File: src/rtl/maxpool2x2_stream_pkg.sv
// ============================================================================
// Module : maxpool_pkg
// Brief  : Shared widths, line-buffer geometry and FSM encoding for the
//          2x2 stride-2 fp16 max-pooling stage.
// Rev    : 1.0  initial release
// ============================================================================
`default_nettype none

package maxpool_pkg;

    localparam int DATA_WIDTH = 16;
    localparam int MAX_WIDTH  = 416;
    localparam int DIM_BITS   = 10;

    // One line-buffer entry per horizontal pixel pair
    localparam int LB_DEPTH = MAX_WIDTH / 2;
    localparam int LB_AW    = $clog2(LB_DEPTH);

    localparam logic [DATA_WIDTH-1:0] FP16_POS_ZERO = '0;

    typedef enum logic [1:0] {
        IDLE  = 2'd0,
        RUN   = 2'd1,
        DRAIN = 2'd2
    } state_t;

endpackage

`default_nettype wire

File: src/rtl/maxpool2x2_stream_if.sv
// ============================================================================
// Module : maxpool2x2_stream_if
// Brief  : Pixel-in / pooled-pixel-out valid-ready stream bundle.
// Rev    : 1.0  initial release
// ============================================================================
`default_nettype none

interface maxpool2x2_stream_if;
    import maxpool_pkg::*;

    logic                  in_valid;
    logic                  in_ready;
    logic [DATA_WIDTH-1:0] in_data;
    logic                  out_valid;
    logic                  out_ready;
    logic [DATA_WIDTH-1:0] out_data;
    logic                  out_last;

    modport master (
        output in_valid, in_data, out_ready,
        input  in_ready, out_valid, out_data, out_last
    );

    modport slave (
        input  in_valid, in_data, out_ready,
        output in_ready, out_valid, out_data, out_last
    );

endinterface

`default_nettype wire

File: src/rtl/maxpool2x2_stream_compare.sv
// ============================================================================
// Module : compare
// Brief  : Combinational fp16 max in sign-magnitude order; +0/-0 tie and
//          exact ties return the first operand. NaN/Inf are not special.
// Rev    : 1.0  initial release
// ============================================================================
`default_nettype none

module compare #(
    parameter int DATA_W = 16
) (
    input  logic [DATA_W-1:0] i_a,
    input  logic [DATA_W-1:0] i_b,
    output logic [DATA_W-1:0] o_max
);

    // Maps values onto an unsigned scale; both zeros share one key
    function automatic logic [DATA_W-1:0] order_key(input logic [DATA_W-1:0] x);
        if (x[DATA_W-2:0] == '0)
            return {1'b1, {(DATA_W-1){1'b0}}};
        else if (x[DATA_W-1])
            return ~x;
        else
            return {1'b1, x[DATA_W-2:0]};
    endfunction

    logic [DATA_W-1:0] w_key_a;
    logic [DATA_W-1:0] w_key_b;

    assign w_key_a = order_key(i_a);
    assign w_key_b = order_key(i_b);
    assign o_max   = (w_key_b > w_key_a) ? i_b : i_a;

endmodule

`default_nettype wire

File: src/rtl/maxpool2x2_stream_linebuf.sv
// ============================================================================
// Module : maxpool_linebuf
// Brief  : Single-port half-row RAM, synchronous write, asynchronous read.
// Rev    : 1.0  initial release
// ============================================================================
`default_nettype none

module maxpool_linebuf #(
    parameter int DATA_W = 16,
    parameter int DEPTH  = 208,
    parameter int ADDR_W = 8
) (
    input  logic              clk,
    input  logic              i_we,
    input  logic [ADDR_W-1:0] i_addr,
    input  logic [DATA_W-1:0] i_wdata,
    output logic [DATA_W-1:0] o_rdata
);

    logic [DATA_W-1:0] r_mem [0:DEPTH-1];

    always_ff @(posedge clk) begin
        if (i_we)
            r_mem[i_addr] <= i_wdata;
    end

    assign o_rdata = r_mem[i_addr];

endmodule

`default_nettype wire

File: src/rtl/maxpool2x2_stream.sv
// ============================================================================
// Module : maxpool2x2_stream
// Brief  : Streaming 2x2 stride-2 fp16 max pool over a raster pixel stream.
//          Define MAXPOOL_FUSED_RELU_EN to clamp negative results to +0.
// Rev    : 1.0  initial release
// ============================================================================
`default_nettype none

module maxpool2x2_stream
    import maxpool_pkg::*;
(
    input  logic                clk,
    input  logic                rst,
    input  logic                start,
    input  logic [DIM_BITS-1:0] cfg_width,
    input  logic [DIM_BITS-1:0] cfg_height,
    maxpool2x2_stream_if.slave  bus,
    output logic                busy,
    output logic                done
);

    localparam logic [DIM_BITS-1:0] c_dim_one = DIM_BITS'(1);

    state_t                r_state;
    logic [DIM_BITS-1:0]   r_w;
    logic [DIM_BITS-1:0]   r_h;
    logic [DIM_BITS-1:0]   r_col;
    logic [DIM_BITS-1:0]   r_row;
    logic [DATA_WIDTH-1:0] r_hold;
    logic                  r_out_valid;
    logic [DATA_WIDTH-1:0] r_out_data;
    logic                  r_out_last;
    logic                  r_busy;
    logic                  r_done;

    logic                  w_in_ready;
    logic                  w_accept;
    logic                  w_col_odd;
    logic                  w_row_odd;
    logic                  w_last_col;
    logic                  w_last_row;
    logic                  w_last_win;
    logic                  w_emit;
    logic                  w_lb_we;
    logic [LB_AW-1:0]      w_lb_addr;
    logic [DATA_WIDTH-1:0] w_lb_rdata;
    logic [DATA_WIDTH-1:0] w_hmax;
    logic [DATA_WIDTH-1:0] w_vmax;
    logic [DATA_WIDTH-1:0] w_pool;
    logic [DIM_BITS-1:0]   w_wp;
    logic [DIM_BITS-1:0]   w_hp;
    logic [DIM_BITS-1:0]   w_col_pair;
    logic [DIM_BITS-1:0]   w_row_pair;

    assign w_in_ready = (r_state == RUN) && (!r_out_valid || bus.out_ready);
    assign w_accept   = bus.in_valid && w_in_ready;
    assign w_col_odd  = r_col[0];
    assign w_row_odd  = r_row[0];
    assign w_last_col = (r_col == r_w - c_dim_one);
    assign w_last_row = (r_row == r_h - c_dim_one);

    assign w_wp       = {1'b0, r_w[DIM_BITS-1:1]};
    assign w_hp       = {1'b0, r_h[DIM_BITS-1:1]};
    assign w_col_pair = {1'b0, r_col[DIM_BITS-1:1]};
    assign w_row_pair = {1'b0, r_row[DIM_BITS-1:1]};
    assign w_last_win = (w_col_pair == w_wp - c_dim_one) && (w_row_pair == w_hp - c_dim_one);

    // Odd columns close a horizontal pair; odd rows close the vertical pair.
    // A trailing odd column lands on an even column and a trailing odd row on
    // an even row, so neither can ever produce an output.
    assign w_lb_addr  = r_col[LB_AW:1];
    assign w_lb_we    = w_accept && w_col_odd && !w_row_odd;
    assign w_emit     = w_accept && w_col_odd && w_row_odd;

    compare #(.DATA_W(DATA_WIDTH)) u_hcmp (
        .i_a   (r_hold),
        .i_b   (bus.in_data),
        .o_max (w_hmax)
    );

    maxpool_linebuf #(
        .DATA_W (DATA_WIDTH),
        .DEPTH  (LB_DEPTH),
        .ADDR_W (LB_AW)
    ) u_linebuf (
        .clk     (clk),
        .i_we    (w_lb_we),
        .i_addr  (w_lb_addr),
        .i_wdata (w_hmax),
        .o_rdata (w_lb_rdata)
    );

    compare #(.DATA_W(DATA_WIDTH)) u_vcmp (
        .i_a   (w_lb_rdata),
        .i_b   (w_hmax),
        .o_max (w_vmax)
    );

`ifdef MAXPOOL_FUSED_RELU_EN
    assign w_pool = w_vmax[DATA_WIDTH-1] ? FP16_POS_ZERO : w_vmax;
`else
    assign w_pool = w_vmax;
`endif

    always_ff @(posedge clk) begin
        if (rst) begin
            r_state     <= IDLE;
            r_w         <= '0;
            r_h         <= '0;
            r_col       <= '0;
            r_row       <= '0;
            r_hold      <= '0;
            r_out_valid <= 1'b0;
            r_out_data  <= '0;
            r_out_last  <= 1'b0;
            r_busy      <= 1'b0;
            r_done      <= 1'b0;
        end else begin
            r_done <= 1'b0;

            if (r_out_valid && bus.out_ready)
                r_out_valid <= 1'b0;
            if (w_emit) begin
                r_out_valid <= 1'b1;
                r_out_data  <= w_pool;
                r_out_last  <= w_last_win;
            end
            if (w_accept && !w_col_odd)
                r_hold <= bus.in_data;

            case (r_state)
                IDLE: begin
                    if (start) begin
                        r_w     <= cfg_width;
                        r_h     <= cfg_height;
                        r_col   <= '0;
                        r_row   <= '0;
                        r_busy  <= 1'b1;
                        r_state <= RUN;
                    end
                end
                RUN: begin
                    if (w_accept) begin
                        if (w_last_col) begin
                            r_col <= '0;
                            if (w_last_row)
                                r_state <= DRAIN;
                            else
                                r_row <= r_row + c_dim_one;
                        end else begin
                            r_col <= r_col + c_dim_one;
                        end
                    end
                end
                DRAIN: begin
                    if (!r_out_valid || bus.out_ready) begin
                        r_done  <= 1'b1;
                        r_busy  <= 1'b0;
                        r_state <= IDLE;
                    end
                end
                default: r_state <= IDLE;
            endcase
        end
    end

    assign bus.in_ready  = w_in_ready;
    assign bus.out_valid = r_out_valid;
    assign bus.out_data  = r_out_data;
    assign bus.out_last  = r_out_last;
    assign busy          = r_busy;
    assign done          = r_done;

endmodule

`default_nettype wire

File: src/flat_wrapper.sv
// flat-port wrapper written by rule: the top's interface ports become plain ports
module maxpool2x2_stream_flat import maxpool_pkg::*;
  (clk, rst, start, cfg_width, cfg_height, busy, done, bus_in_valid, bus_in_data, bus_out_ready, bus_in_ready, bus_out_valid, bus_out_data, bus_out_last);
  maxpool2x2_stream_if bus_i ();
  input  logic clk;
  input  logic rst;
  input  logic start;
  input  logic [DIM_BITS-1:0] cfg_width;
  input  logic [DIM_BITS-1:0] cfg_height;
  output logic busy;
  output logic done;
  input wire logic [$bits(bus_i.in_valid)-1:0] bus_in_valid;
  input wire logic [$bits(bus_i.in_data)-1:0] bus_in_data;
  input wire logic [$bits(bus_i.out_ready)-1:0] bus_out_ready;
  output wire logic [$bits(bus_i.in_ready)-1:0] bus_in_ready;
  output wire logic [$bits(bus_i.out_valid)-1:0] bus_out_valid;
  output wire logic [$bits(bus_i.out_data)-1:0] bus_out_data;
  output wire logic [$bits(bus_i.out_last)-1:0] bus_out_last;
  assign bus_i.in_valid = bus_in_valid;
  assign bus_i.in_data = bus_in_data;
  assign bus_i.out_ready = bus_out_ready;
  assign bus_in_ready = bus_i.in_ready;
  assign bus_out_valid = bus_i.out_valid;
  assign bus_out_data = bus_i.out_data;
  assign bus_out_last = bus_i.out_last;
  maxpool2x2_stream u_core (.clk(clk), .rst(rst), .start(start), .cfg_width(cfg_width), .cfg_height(cfg_height), .bus(bus_i), .busy(busy), .done(done));
endmodule
File: config.mk
export PLATFORM = sky130hd
export DESIGN_NAME = maxpool2x2_stream_flat
export DESIGN_NICKNAME = d
export VERILOG_FILES = /design/src/rtl/maxpool2x2_stream_pkg.sv /design/src/rtl/maxpool2x2_stream_if.sv /design/src/rtl/maxpool2x2_stream_compare.sv /design/src/rtl/maxpool2x2_stream_linebuf.sv /design/src/rtl/maxpool2x2_stream.sv /design/src/flat_wrapper.sv
export SDC_FILE = /design/constraint.sdc
export NUM_CORES = 2
export LEC_CHECK = 0
export CORE_AREA = 2 2 534 642
export DETAILED_ROUTE_END_ITERATION = 8
export DIE_AREA = 0 0 536 644
export PLACE_DENSITY = 0.58
export SLEW_MARGIN = 0
export SYNTH_ARGS = -nofsm -noshare
export SYNTH_HDL_FRONTEND = slang
export SYNTH_HIERARCHICAL = 1
export SYNTH_SLANG_ARGS = --single-unit
File: constraint.sdc
create_clock -name clk -period 13.65 [get_ports clk]
set_input_delay 3.4125 -clock clk [delete_from_list [all_inputs] [get_ports clk]]
set_output_delay 3.4125 -clock clk [all_outputs]
set_load 0.01 [all_outputs]
==> metrics.md <==
| Metric | Value |
|---|---|
| Fin. max-slew vios | `0` |
| DR iter-0 viols | `7192` |
| Worst-path clk slew | `0.06 ns` |
| Ports | `62` |
| Dpl cells | `11.3k` |
| Hold path endpoint | `u_core/bus.out_data[6]$_SDFFE_PP0P_` |
| H-tree depth | `5` |
| Leakage | `46.5 nW` |
| WP data arrival | `11.88 ns` |
| GRT overflow | `0` |
| Setup violators final | `0` |
| Gate Count Post-Synth | `6828` |
| Vias in the first global route | `69.5k` |
| Synthesized net count | `6907` |
| Post-synth EDFFs | `3328` |
| Final HPWL DP | `213 mm` |
| Die W | `536 um` |
| CP endpoint kind | `register` |
| # resized after CTS | `0` |
| Hold Crit Start | `u_core/bus.out_data[6]$_SDFFE_PP0P_` |
| Worst r2r src | `u_core/r_hold[0]$_SDFFE_PP0P_` |
| Synthesis-stage register bit count | `3406` |
| Clock Path Buffers | `4` |
| GP Congestion | `0.848` |
| Final Non-Filler Cells | `11.9k` |
| Die Span Y | `644 um` |
| Via count | `69.3k` |
| VDD IR max | `103 uV` |
| Critical path class | `input pin to register` |
| HP Class | `register to register` |
| RSZ-0062 raised after global routing | `false` |
| Max_cap viols | `0` |
| Gr usage total | `20.8%` |
| Clock Skew | `0.0378 ns` |
| Num CTS Buffers | `330` |
| Tmin final | `11.07 ns` |
| Initial Utilization | `39.8%` |
| Final WL | `366 mm` |
| Core Box Area | `0.340 mm^2` |
| Hold-fix buffers, CTS | `0` |
| Clock Sinks | `3406` |
| Clk_lat worst skew | `0.89 ns` |
| Area Overhead vs Synth | `13.0%` |
| Most used DFF post-synth | `edfxtp_1` |
| Reg2Reg Setup Slack | `4.70 ns` |
| Worst Setup Start Kind | `input pin` |
| Port buffer count | `61` |
| FF-to-FF path depth | `20` |
| TritonCTS clock tree | `built` |
| Power Density | `140 mW/mm^2` |
| Sequential element share of the synthesized area | `75.1%` |
| Outcome | `finished clean` |
| Die area | `0.345 mm^2` |
| Avg Cell Area, Syn | `19.8 um^2` |
| Worst-margin pin slew | `1.36 ns` |
| # rows | `235` |
| Cell variety after synth | `79` |
| Layout cells sized above 1 | `23.3%` |
| DR vias/cell | `5.83` |
| First-pass GRT wire length | `518 mm` |
| Pre-antenna DRT Iters | `5` |
| Max Fclk | `90.3 MHz` |
| WL/cell | `30.7 um` |
| Yosys warning count | `6` |
| Final Hold Viols | `0` |
| Largest net degree at the start of global routing | `210` |
| Max FO, Critical Path | `63` |
| Slew headroom | `9.12%` |
| Postcts setup bufs | `0` |
| Post-route setup TNS | `0 ns` |
| Worst hold path depth | `2` |
| Critical R2R Capture | `u_core/bus.out_data[8]$_SDFFE_PP0P_` |
| Final worst path period share | `81.1%` |
| Power Total | `21.4 mW` |
| Post-Syn Area | `0.135 mm^2` |
| Asr flop ratio synth | `0%` |
| Worst Path Required | `14.46 ns` |
| Antenna viol nets, final | `0` |
| Layout Nets | `7225` |
| Root buffer cell | `clkbuf_16` |
| Initial antenna violation count | `11` |
| DRC viols | `0` |
| Min Hold Slack | `0.509 ns` |
[metrics by stage]
step	instance area [um^2]	utilization (%)	setup WS, ns
3_3_place_gp	143000	42.0	1.73
2_1_floorplan	135000	-	1.33
5_1_grt	153000	45.0	1.89
3_5_place_dp	143000	42.0	1.73
6_report	153000	45.0	2.58
4_1_cts	153000	45.0	2.62
[power by group]
part | internal, mW | switching, mW | total [mW]
combinational | 0.140 | 0.658 | 0.798
clock | 4.95 | 3.82 | 8.77
sequential | 11.8 | 0.0130 | 11.8
[sequential cells by signal (all words and copies together), names as in the netlist]
| signal | cells |
|---|---|
| u_core/bus.out_data | 16 |
| u_core/r_row | 10 |
| u_core/busy | 1 |
| u_core/u_linebuf/r_mem | 3328 |
| u_core/bus.out_last | 1 |
| u_core/r_state | 2 |
| u_core/r_hold | 16 |
| u_core/r_col | 10 |
| u_core/r_h | 10 |
| u_core/r_w | 10 |
| u_core/bus.out_valid | 1 |
| u_core/done | 1 |
[cell families after synthesis]
kind of cell | after synthesis | synth area share, %
and+or+nand+nor | 1039 | 3.67
xor gates and xnor gates | 102 | 0.661
AOI/OAI and AO/OA | 737 | 3.84
buffers and inverters | 432 | 1.73
adders and majority gates | 38 | 0.352
DFF | 3406 | 75.1
muxes | 1074 | 14.7
[critical path, cell delays in order]
cell and delay [ns]:
clkdlybuf4s50_1 0.52, nor4_1 0.36, and4_1 0.62, nor2_1 0.12, ha_1 0.38, nand4_4 0.16, nor4_4 0.97, nand2_2 0.41
o311ai_1 0.30, nand3_4 0.75, nor4_1 0.41, and4_1 0.62, nor2_1 0.12, ha_1 0.37, nand4_4 0.16, nor3_2 0.95
or3_1 0.67, o311ai_1 0.21, nand3_1 0.14, nand2_1 0.06, a21oi_1 0.15
[final cells by class]
| type | instances | area [um^2] |
|---|---|---|
| fillers | 28700 | 187000 |
| flip-flops and latches | 3406 | 102000 |
| multi-input cells | 2990 | 32100 |
| clock buffers | 428 | 8820 |
| well taps | 4503 | 5630 |
| repair buffers | 404 | 3330 |
| clock inverters | 147 | 1290 |
| inverters | 14 | 52.6 |
| diodes | 5 | 12.5 |
[how the worst max path moves through the flow]
stage / depth (start not counted) / start / slack, ns / endpoint
6_report: 21 / bus_in_data[1] / 2.58 / u_core/bus.out_data[8]$_SDFFE_PP0P_
2_1_floorplan: 27 / bus_in_data[15] / 1.33 / u_core/bus.out_data[13]$_SDFFE_PP0P_
3_3_place_gp: 21 / bus_in_data[9] / 1.73 / u_core/bus.out_data[12]$_SDFFE_PP0P_
3_5_place_dp: 21 / bus_in_data[9] / 1.73 / u_core/bus.out_data[12]$_SDFFE_PP0P_
4_1_cts: 21 / bus_in_data[9] / 2.62 / u_core/bus.out_data[8]$_SDFFE_PP0P_
5_1_grt: 21 / bus_in_data[9] / 1.89 / u_core/bus.out_data[5]$_SDFFE_PP0P_
[per-layer routing]
metal / wire (um) / global-route usage, % / part of all wire [%] / vias up
li1: - / - / - / 28800
met5: 13 / 0 / 0.0036 / -
met4: 12300 / 6.67 / 3.4 / 2
met1: 146000 / 27.4 / 40 / 37500
met3: 22500 / 2.90 / 6.2 / 521
met2: 185000 / 35.4 / 51 / 2538
[placed cells by master, fill, tap and decap left out, drive strengths merged, types with 67 or more instances in the layout]
cell | netlist | routed
a211oi | 100 | 100
a21oi | 118 | 118
a22oi | 225 | 225
buf | 226 | 344
clkbuf | 192 | 428
clkinv | 0 | 111
dfxtp | 78 | 78
edfxtp | 3328 | 3328
mux2i | 290 | 290
mux4 | 720 | 720
nand2 | 342 | 342
nand3 | 134 | 134
nor2 | 253 | 253
nor2b | 67 | 67
nor3 | 90 | 90
o21ai | 96 | 96
[Yosys cell counts, types with 23 or more instances]
library cell | n | area (um^2)
edfxtp_1 | 3328 | 99900
mux4_2 | 720 | 16200
nand2_1 | 339 | 1270
mux2i_1 | 290 | 2900
nor2_1 | 253 | 950
a22oi_1 | 225 | 1690
clkbuf_1 | 192 | 721
nand3_1 | 133 | 666
a21oi_1 | 114 | 571
buf_2 | 97 | 485
a211oi_1 | 96 | 721
nor3_1 | 88 | 440
dfxtp_1 | 78 | 1560
o21ai_0 | 74 | 370
nor2b_1 | 67 | 419
mux2_2 | 62 | 698
buf_4 | 60 | 450
xnor2_1 | 55 | 482
xor2_1 | 47 | 412
buf_6 | 42 | 473
ha_1 | 38 | 475
nor4b_1 | 34 | 298
o221ai_1 | 32 | 280
o22ai_1 | 32 | 200
o311ai_1 | 32 | 280
nand2b_1 | 23 | 144
Power figures use the tool's default switching activity.
